`config.mk`:
```
export PLATFORM = sky130hd
export DESIGN_NAME = regs_wb_sched_flat
export DESIGN_NICKNAME = d
export VERILOG_FILES = /design/src/rtl/regs_wb_sched_if.sv /design/src/rtl/regs_wb_sched.sv /design/src/flat_wrapper.sv
export SDC_FILE = /design/constraint.sdc
export NUM_CORES = 1
export LEC_CHECK = 0
export ABC_CLOCK_PERIOD_IN_PS = 3800
export BUFFER_PORTS_ARGS = -buffer_cell sky130_fd_sc_hd__buf_4
export CAP_MARGIN = 0
export CELL_PAD_IN_SITES_DETAIL_PLACEMENT = 1
export CELL_PAD_IN_SITES_GLOBAL_PLACEMENT = 2
export CORE_ASPECT_RATIO = 1.4
export CORE_MARGIN = 1.5
export CORE_UTILIZATION = 34
export DETAILED_ROUTE_END_ITERATION = 8
export HOLD_SLACK_MARGIN = 0.05
export PLACE_DENSITY_LB_ADDON = 0.1
export SLEW_MARGIN = 20
export SYNTH_ARGS = -nofsm -noshare
export SYNTH_HDL_FRONTEND = slang
export SYNTH_SLANG_ARGS = --single-unit
```
`constraint.sdc`:
```
create_clock -name clk_Regs -period 3.8 [get_ports clk_Regs]
set_input_delay 0.38 -clock clk_Regs [delete_from_list [all_inputs] [get_ports clk_Regs]]
set_output_delay 0.38 -clock clk_Regs [all_outputs]
set_load 0.05 [all_outputs]
```
`src/rtl/regs_wb_sched_if.sv`:
```
// Writeback scheduler bus: two writeback requesters, decode reservation and
// hazard query, and the registered write port toward the register file.
interface regs_wb_sched_if #(
  parameter int X_LEN = 32
);
  logic             req0_valid;
  logic [4:0]       req0_addr;
  logic [X_LEN-1:0] req0_data;
  logic             req0_ready;

  logic             req1_valid;
  logic [4:0]       req1_addr;
  logic [X_LEN-1:0] req1_data;
  logic             req1_ready;

  logic             iss_valid;
  logic [4:0]       iss_addr;
  logic             iss_ready;

  logic [4:0]       rd_addr_a;
  logic [4:0]       rd_addr_b;
  logic             hazard_a;
  logic             hazard_b;

  logic [4:0]       W_Addr;
  logic [X_LEN-1:0] W_Data;
  logic             Reg_Write;
  logic             err_underflow;

  // Requester / decode side
  modport master (
    output req0_valid, req0_addr, req0_data,
    input  req0_ready,
    output req1_valid, req1_addr, req1_data,
    input  req1_ready,
    output iss_valid, iss_addr,
    input  iss_ready,
    output rd_addr_a, rd_addr_b,
    input  hazard_a, hazard_b,
    input  W_Addr, W_Data, Reg_Write, err_underflow
  );

  // Scheduler side
  modport slave (
    input  req0_valid, req0_addr, req0_data,
    output req0_ready,
    input  req1_valid, req1_addr, req1_data,
    output req1_ready,
    input  iss_valid, iss_addr,
    output iss_ready,
    input  rd_addr_a, rd_addr_b,
    output hazard_a, hazard_b,
    output W_Addr, W_Data, Reg_Write, err_underflow
  );
endinterface

```
`src/rtl/regs_wb_sched.sv`:
```
// Writeback scheduler and RAW hazard scoreboard for the 32-entry register
// file. Two requesters share the single write port under round-robin; each
// register 1..31 carries a saturating count of reserved-but-uncommitted writes.
module regs_wb_sched #(
  parameter int X_LEN = 32,
  parameter int CNT_W = 2
) (
  input  logic           clk_Regs,
  input  logic           rst,
  regs_wb_sched_if.slave io_bus
);

  localparam logic [CNT_W-1:0] CNT_MAX = '1;

  // r_rr: 0 -> requester 0 wins a tie, 1 -> requester 1 wins a tie
  logic                   r_rr;
  logic                   r_reg_write;
  logic [4:0]             r_w_addr;
  logic [X_LEN-1:0]       r_w_data;
  logic                   r_err;
  logic [CNT_W-1:0]       r_cnt [32];

  logic                   w_grant0;
  logic                   w_grant1;
  logic                   w_gnt_any;
  logic [4:0]             w_gnt_addr;
  logic [X_LEN-1:0]       w_gnt_data;
  logic                   w_iss_ready;
  logic                   w_iss_fire;
  logic [31:0]            w_inc_vec;
  logic [31:0]            w_dec_vec;

  // Round-robin arbitration between the two writeback requesters
  always_comb begin
    w_grant0   = 1'b0;
    w_grant1   = 1'b0;
    w_gnt_addr = io_bus.req0_addr;
    w_gnt_data = io_bus.req0_data;
    if (io_bus.req0_valid && io_bus.req1_valid) begin
      w_grant0 = ~r_rr;
      w_grant1 = r_rr;
    end else begin
      w_grant0 = io_bus.req0_valid;
      w_grant1 = io_bus.req1_valid;
    end
    if (w_grant1) begin
      w_gnt_addr = io_bus.req1_addr;
      w_gnt_data = io_bus.req1_data;
    end
  end

  assign w_gnt_any         = w_grant0 | w_grant1;
  assign io_bus.req0_ready = w_grant0;
  assign io_bus.req1_ready = w_grant1;

  // Reservation is refused only when the target counter is saturated
  assign w_iss_ready      = (io_bus.iss_addr == 5'd0) || (r_cnt[io_bus.iss_addr] != CNT_MAX);
  assign w_iss_fire       = io_bus.iss_valid && w_iss_ready && (io_bus.iss_addr != 5'd0);
  assign io_bus.iss_ready = w_iss_ready;

  // No bypass: a register stays hazardous through its commit cycle
  assign io_bus.hazard_a = (io_bus.rd_addr_a != 5'd0) && (r_cnt[io_bus.rd_addr_a] != '0);
  assign io_bus.hazard_b = (io_bus.rd_addr_b != 5'd0) && (r_cnt[io_bus.rd_addr_b] != '0);

  assign io_bus.W_Addr        = r_w_addr;
  assign io_bus.W_Data        = r_w_data;
  assign io_bus.Reg_Write     = r_reg_write;
  assign io_bus.err_underflow = r_err;

  // Per-register increment (reservation) and decrement (commit) strobes
  always_comb begin
    w_inc_vec = '0;
    w_dec_vec = '0;
    for (int i = 1; i < 32; i++) begin
      w_inc_vec[i] = w_iss_fire && (io_bus.iss_addr == 5'(i));
      w_dec_vec[i] = r_reg_write && (r_w_addr == 5'(i));
    end
  end

  // Round-robin pointer: after a grant, the other requester gets the next tie
  always_ff @(posedge clk_Regs or posedge rst) begin
    if (rst)
      r_rr <= 1'b0;
    else if (w_gnt_any)
      r_rr <= w_grant0;
  end

  // Write-port register stage; writes to r0 are accepted but never committed
  always_ff @(posedge clk_Regs or posedge rst) begin
    if (rst) begin
      r_reg_write <= 1'b0;
      r_w_addr    <= '0;
      r_w_data    <= '0;
    end else begin
      r_reg_write <= w_gnt_any && (w_gnt_addr != 5'd0);
      if (w_gnt_any && (w_gnt_addr != 5'd0)) begin
        r_w_addr <= w_gnt_addr;
        r_w_data <= w_gnt_data;
      end
    end
  end

  // Pending-write counters; simultaneous reserve and commit cancel out
  always_ff @(posedge clk_Regs or posedge rst) begin
    if (rst) begin
      for (int i = 0; i < 32; i++) r_cnt[i] <= '0;
    end else begin
      for (int i = 1; i < 32; i++) begin
        case ({w_inc_vec[i], w_dec_vec[i]})
          2'b10:   r_cnt[i] <= r_cnt[i] + CNT_W'(1);
          2'b01:   if (r_cnt[i] != '0) r_cnt[i] <= r_cnt[i] - CNT_W'(1);
          default: r_cnt[i] <= r_cnt[i];
        endcase
      end
    end
  end

  // Sticky flag: a commit arrived for a register with nothing outstanding
  always_ff @(posedge clk_Regs or posedge rst) begin
    if (rst)
      r_err <= 1'b0;
    else if (r_reg_write && (r_cnt[r_w_addr] == '0))
      r_err <= 1'b1;
  end

endmodule

```
`src/flat_wrapper.sv`:
```
// flat-port wrapper written by rule: the top's interface ports become plain ports
module regs_wb_sched_flat 
#(
  parameter int X_LEN = 32,
  parameter int CNT_W = 2
)
  (clk_Regs, rst, io_bus_req0_valid, io_bus_req0_addr, io_bus_req0_data, io_bus_req0_ready, io_bus_req1_valid, io_bus_req1_addr, io_bus_req1_data, io_bus_req1_ready, io_bus_iss_valid, io_bus_iss_addr, io_bus_iss_ready, io_bus_rd_addr_a, io_bus_rd_addr_b, io_bus_hazard_a, io_bus_hazard_b, io_bus_W_Addr, io_bus_W_Data, io_bus_Reg_Write, io_bus_err_underflow);
  regs_wb_sched_if #(.X_LEN(X_LEN)) io_bus_i ();
  input  logic clk_Regs;
  input  logic rst;
  input wire logic [$bits(io_bus_i.req0_valid)-1:0] io_bus_req0_valid;
  input wire logic [$bits(io_bus_i.req0_addr)-1:0] io_bus_req0_addr;
  input wire logic [$bits(io_bus_i.req0_data)-1:0] io_bus_req0_data;
  output wire logic [$bits(io_bus_i.req0_ready)-1:0] io_bus_req0_ready;
  input wire logic [$bits(io_bus_i.req1_valid)-1:0] io_bus_req1_valid;
  input wire logic [$bits(io_bus_i.req1_addr)-1:0] io_bus_req1_addr;
  input wire logic [$bits(io_bus_i.req1_data)-1:0] io_bus_req1_data;
  output wire logic [$bits(io_bus_i.req1_ready)-1:0] io_bus_req1_ready;
  input wire logic [$bits(io_bus_i.iss_valid)-1:0] io_bus_iss_valid;
  input wire logic [$bits(io_bus_i.iss_addr)-1:0] io_bus_iss_addr;
  output wire logic [$bits(io_bus_i.iss_ready)-1:0] io_bus_iss_ready;
  input wire logic [$bits(io_bus_i.rd_addr_a)-1:0] io_bus_rd_addr_a;
  input wire logic [$bits(io_bus_i.rd_addr_b)-1:0] io_bus_rd_addr_b;
  output wire logic [$bits(io_bus_i.hazard_a)-1:0] io_bus_hazard_a;
  output wire logic [$bits(io_bus_i.hazard_b)-1:0] io_bus_hazard_b;
  output wire logic [$bits(io_bus_i.W_Addr)-1:0] io_bus_W_Addr;
  output wire logic [$bits(io_bus_i.W_Data)-1:0] io_bus_W_Data;
  output wire logic [$bits(io_bus_i.Reg_Write)-1:0] io_bus_Reg_Write;
  output wire logic [$bits(io_bus_i.err_underflow)-1:0] io_bus_err_underflow;
  assign io_bus_i.req0_valid = io_bus_req0_valid;
  assign io_bus_i.req0_addr = io_bus_req0_addr;
  assign io_bus_i.req0_data = io_bus_req0_data;
  assign io_bus_req0_ready = io_bus_i.req0_ready;
  assign io_bus_i.req1_valid = io_bus_req1_valid;
  assign io_bus_i.req1_addr = io_bus_req1_addr;
  assign io_bus_i.req1_data = io_bus_req1_data;
  assign io_bus_req1_ready = io_bus_i.req1_ready;
  assign io_bus_i.iss_valid = io_bus_iss_valid;
  assign io_bus_i.iss_addr = io_bus_iss_addr;
  assign io_bus_iss_ready = io_bus_i.iss_ready;
  assign io_bus_i.rd_addr_a = io_bus_rd_addr_a;
  assign io_bus_i.rd_addr_b = io_bus_rd_addr_b;
  assign io_bus_hazard_a = io_bus_i.hazard_a;
  assign io_bus_hazard_b = io_bus_i.hazard_b;
  assign io_bus_W_Addr = io_bus_i.W_Addr;
  assign io_bus_W_Data = io_bus_i.W_Data;
  assign io_bus_Reg_Write = io_bus_i.Reg_Write;
  assign io_bus_err_underflow = io_bus_i.err_underflow;
  regs_wb_sched #(.X_LEN(X_LEN), .CNT_W(CNT_W)) u_core (.clk_Regs(clk_Regs), .rst(rst), .io_bus(io_bus_i));
endmodule
```
==> load_flow_metrics.sql <==
INSERT INTO impl_metrics (metric_group, metric, value, unit) VALUES
('worst_setup_path', 'r2r-start', 'u_core.r_cnt[14]', ''),
('routing', 'wire_per_inst', '21.9', 'microns'),
('logic_synthesis', 'number_of_warnings_issued_by_yosys', '2', ''),
('floorplan', 'die_h', '172', 'microns'),
('routing', 'via_cell_ratio', '5.84', ''),
('routing', 'drt_iter0_markers', '321', ''),
('clock_tree', 'htree_num_levels', '3', ''),
('logic_synthesis', 'post-synth-top-area-fraction', '36.7', '%'),
('logic_synthesis', 'ys_ff_latch', '102', ''),
('layout', 'drive_above_1_share', '26.7', '%'),
('placed_design', 'finalWeightedCongestion', '0.939', ''),
('routing', 'detailroute.via_count', '6437', ''),
('global_route', 'grt-ovfl-total', '0', ''),
('clock_tree', 'postCtsHoldBufs', '0', ''),
('floorplan', 'fp-row-count', '61', ''),
('logic_synthesis', 'post_synth.cell_area_avg', '9.51', 'sq um'),
('floorplan', 'die-area', '21400', 'sq um'),
('logic_synthesis', 'synth.yosys.seq_area_share', '36.7', '%'),
('run', 'max_cap_viol_count', '0', ''),
('clock_tree', 'cts_num_sinks', '102', ''),
('sta', 'final_min_period_over_clock_period', '83.1', '%'),
('logic_synthesis', 'postSynth.topFlopCell', 'sky130_fd_sc_hd__dfrtp_1', ''),
('clock_tree', 'cts-root-buf', 'sky130_fd_sc_hd__clkbuf_16', ''),
('power', 'worst_ir_drop_vdd', '0.220', 'mV'),
('power', 'total_leakage_power', '0.00365', 'uW'),
('floorplan', 'std_cell_core_area', '20000', 'sq um'),
('placed_design', 'place_ws', '0.505', 'ns'),
('global_route', 'antenna_violations_before_repair', '0', ''),
('placed_design', 'hpwlAfterDp', '18.7', 'mm'),
('logic_synthesis', 'asyncSetResetFlopFracSynth', '100', '%'),
('logic_synthesis', 'syn-instance-count', '732', ''),
('clock_tree', 'cts.path.max_buffers', '2', ''),
('layout', 'number_of_nets_at_the_end_of_the_flow', '939', ''),
('logic_synthesis', 'yosysUniqueCellTypes', '57', ''),
('sta', 'clock.fmax', '0.317', 'GHz'),
('floorplan', 'io-pin-count', '138', ''),
('worst_hold_path', 'hp-class', 'input port to asynchronous set/reset pin', ''),
('worst_setup_path', 'regToRegSetupSlack', '0.82', 'ns'),
('placed_design', 'placement.io_buffers', '137', ''),
('sta', 'rsz0062_at_grt', 'no', ''),
('global_route', 'vias_in_the_first_global_route', '6895', ''),
('sta', 'worst-slew-pin-transition', '1.01', 'ns'),
('outcome', 'status', 'finished, final reports clean', ''),
('routing', 'routed_wl', '24.2', 'mm'),
('sta', 'slew_violations', '0', ''),
('sta', 'worst_clock_skew', '0.0115', 'ns'),
('floorplan', 'initial_core_util', '34.8', '%'),
('worst_setup_path', 'worstReg2RegEnd', 'u_core.r_cnt[24]', ''),
('layout', 'areaGrowthSynthToFinish', '21.5', '%'),
('sta', 'setup_ws', '0.643', 'ns'),
('worst_setup_path', 'critical_path_arrival', '2.78', 'ns'),
('worst_setup_path', 'endpoint_kind', 'output pin', ''),
('worst_setup_path', 'crit_path_max_fanout', '8', ''),
('sta', 'timing.setup.tns', '0', 'ns'),
('global_route', 'grt_first_pass_wirelength', '37.7', 'mm'),
('logic_synthesis', 'synthesis.area', '6960', 'sq um'),
('floorplan', 'die_w', '124', 'microns'),
('clock_tree', 'worst_skew_pair.late_latency', '0.36', 'ns'),
('worst_setup_path', 'critical_path_class', 'register to output pin', ''),
('power', 'p_per_area', '480', 'nW/um^2'),
('worst_setup_path', 'rr_worst_depth', '7', ''),
('sta', 'report.final.setup_viol', '0', ''),
('sta', 'post-route-min-period', '3.16', 'ns'),
('logic_synthesis', 'number_of_nets_in_the_synthesized_netlist', '826', ''),
('routing', 'drcViolationCount', '0', ''),
('logic_synthesis', 'netlist.top_cell.by_area', 'sky130_fd_sc_hd__dfrtp_1', ''),
('layout', 'n_fill_cell', '2313', ''),
('layout', 'post-route-util', '42.3', '%'),
('logic_synthesis', 'synth_enable_flop_cells', '0', ''),
('routing', 'drt_pass1_iterations', '4', ''),
('global_route', 'grt_start_max_net_pins', '73', '');
==> worst max path at each step <==
| stage | from | to | slack (ns) | cells past startpoint |
|---|---|---|---|---|
| after floorplan | rst | u_core.io_bus.Reg_Write | 0.74 | 1 |
| after global placement | io_bus_iss_addr[0] | u_core.r_cnt[24] | 0.61 | 8 |
| after detailed placement | io_bus_iss_addr[0] | u_core.r_cnt[24] | 0.51 | 8 |
| after CTS | u_core.r_cnt[14] | io_bus_iss_ready | 0.68 | 6 |
| after global routing | u_core.r_cnt[14] | io_bus_iss_ready | 0.48 | 6 |
| final | u_core.r_cnt[14] | io_bus_iss_ready | 0.64 | 6 |
==> critical path, cell delays in order (launching register included) <==
cell and delay [ns]:
sky130_fd_sc_hd__dfrtp_1 0.44, sky130_fd_sc_hd__mux4_1 0.53, sky130_fd_sc_hd__nor2_1 0.10, sky130_fd_sc_hd__nor4b_1 0.07
sky130_fd_sc_hd__o21ai_0 0.79, sky130_fd_sc_hd__and2_1 0.28, sky130_fd_sc_hd__buf_4 0.21
==> synthesized netlist by cell type, types with 12 or more instances <==
cell type	count
sky130_fd_sc_hd__a211oi_1	21
sky130_fd_sc_hd__a21boi_0	15
sky130_fd_sc_hd__a21oi_1	51
sky130_fd_sc_hd__a22oi_1	13
sky130_fd_sc_hd__clkbuf_1	21
sky130_fd_sc_hd__dfrtp_1	102
sky130_fd_sc_hd__inv_1	12
sky130_fd_sc_hd__mux2_2	14
sky130_fd_sc_hd__mux2i_1	47
sky130_fd_sc_hd__mux4_2	34
sky130_fd_sc_hd__nand2_1	35
sky130_fd_sc_hd__nand3_1	21
sky130_fd_sc_hd__nor2_1	132
sky130_fd_sc_hd__nor2b_1	14
sky130_fd_sc_hd__nor3_1	14
sky130_fd_sc_hd__o21ai_0	34
sky130_fd_sc_hd__o22a_1	17
sky130_fd_sc_hd__xnor2_1	13
==> layout make-up <==
type,instances,area share [%]
clock buffer,11,2.87
timing repair buffer,143,12.7
inverter,12,0.562
multi-input combinational,577,49.2
tap,252,3.73
sequential,102,30.2
clock inverter,5,0.769
==> logic make-up after synthesis <==
group	share of synthesized area, %
multiplexers	20.9
flip-flops	36.7
buffers and inverters	3.75
AND/OR/NAND/NOR	18.2
XOR/XNOR	2.14
AO/OA/AOI/OAI	18.3
==> state kept, by name, indices dropped and copies added, names as in the netlist <==
name and count:
u_core.r_rr 1, u_core.io_bus.W_Addr 5, u_core.io_bus.Reg_Write 1, u_core.r_cnt 62, u_core.io_bus.err_underflow 1, u_core.io_bus.W_Data 32
==> cell usage in the layout (no fill, tap or decap), drive strengths merged, types with 12 or more instances in the layout <==
master and instances:
a211oi 22, a21boi 16, a21oi 51, a22oi 13
buf 143, dfrtp 102, inv 14, mux2 15
mux2i 48, mux4 35, nand2 35, nand3 21
nor2 132, nor2b 14, nor3 14, o21a 12
o21ai 35, o22a 17, xnor2 13
==> power by group <==
part | internal [uW] | switching (uW)
combinational | 621 | 811
clock | 538 | 464
sequential | 1300 | 327
==> stage by stage <==
stage | hold slack [ns] | instances | instance area, sq um | power, uW
2_1_floorplan | 0.473 | 732 | 6960 | 2550
4_1_cts | 0.176 | 1102 | 8460 | 4100
3_5_place_dp | 0.490 | 1086 | 8150 | 3080
5_1_grt | 0.191 | 1102 | 8460 | 4280
6_report | 0.135 | 1102 | 8460 | 4060
3_3_place_gp | 0.476 | 1086 | 8150 | 3010
==> layer usage <==
| metal | share of wire, % | GRT usage, % | vias to the layer above |
|---|---|---|---|
| met5 | 0 | 0 | - |
| li1 | - | - | 2927 |
| met1 | 38 | 26.0 | 3245 |
| met4 | 4.3 | 11.4 | 0 |
| met3 | 5.3 | 4.25 | 55 |
| met2 | 53 | 42.5 | 210 |
Note: power is estimated with default switching activity, not from simulation.
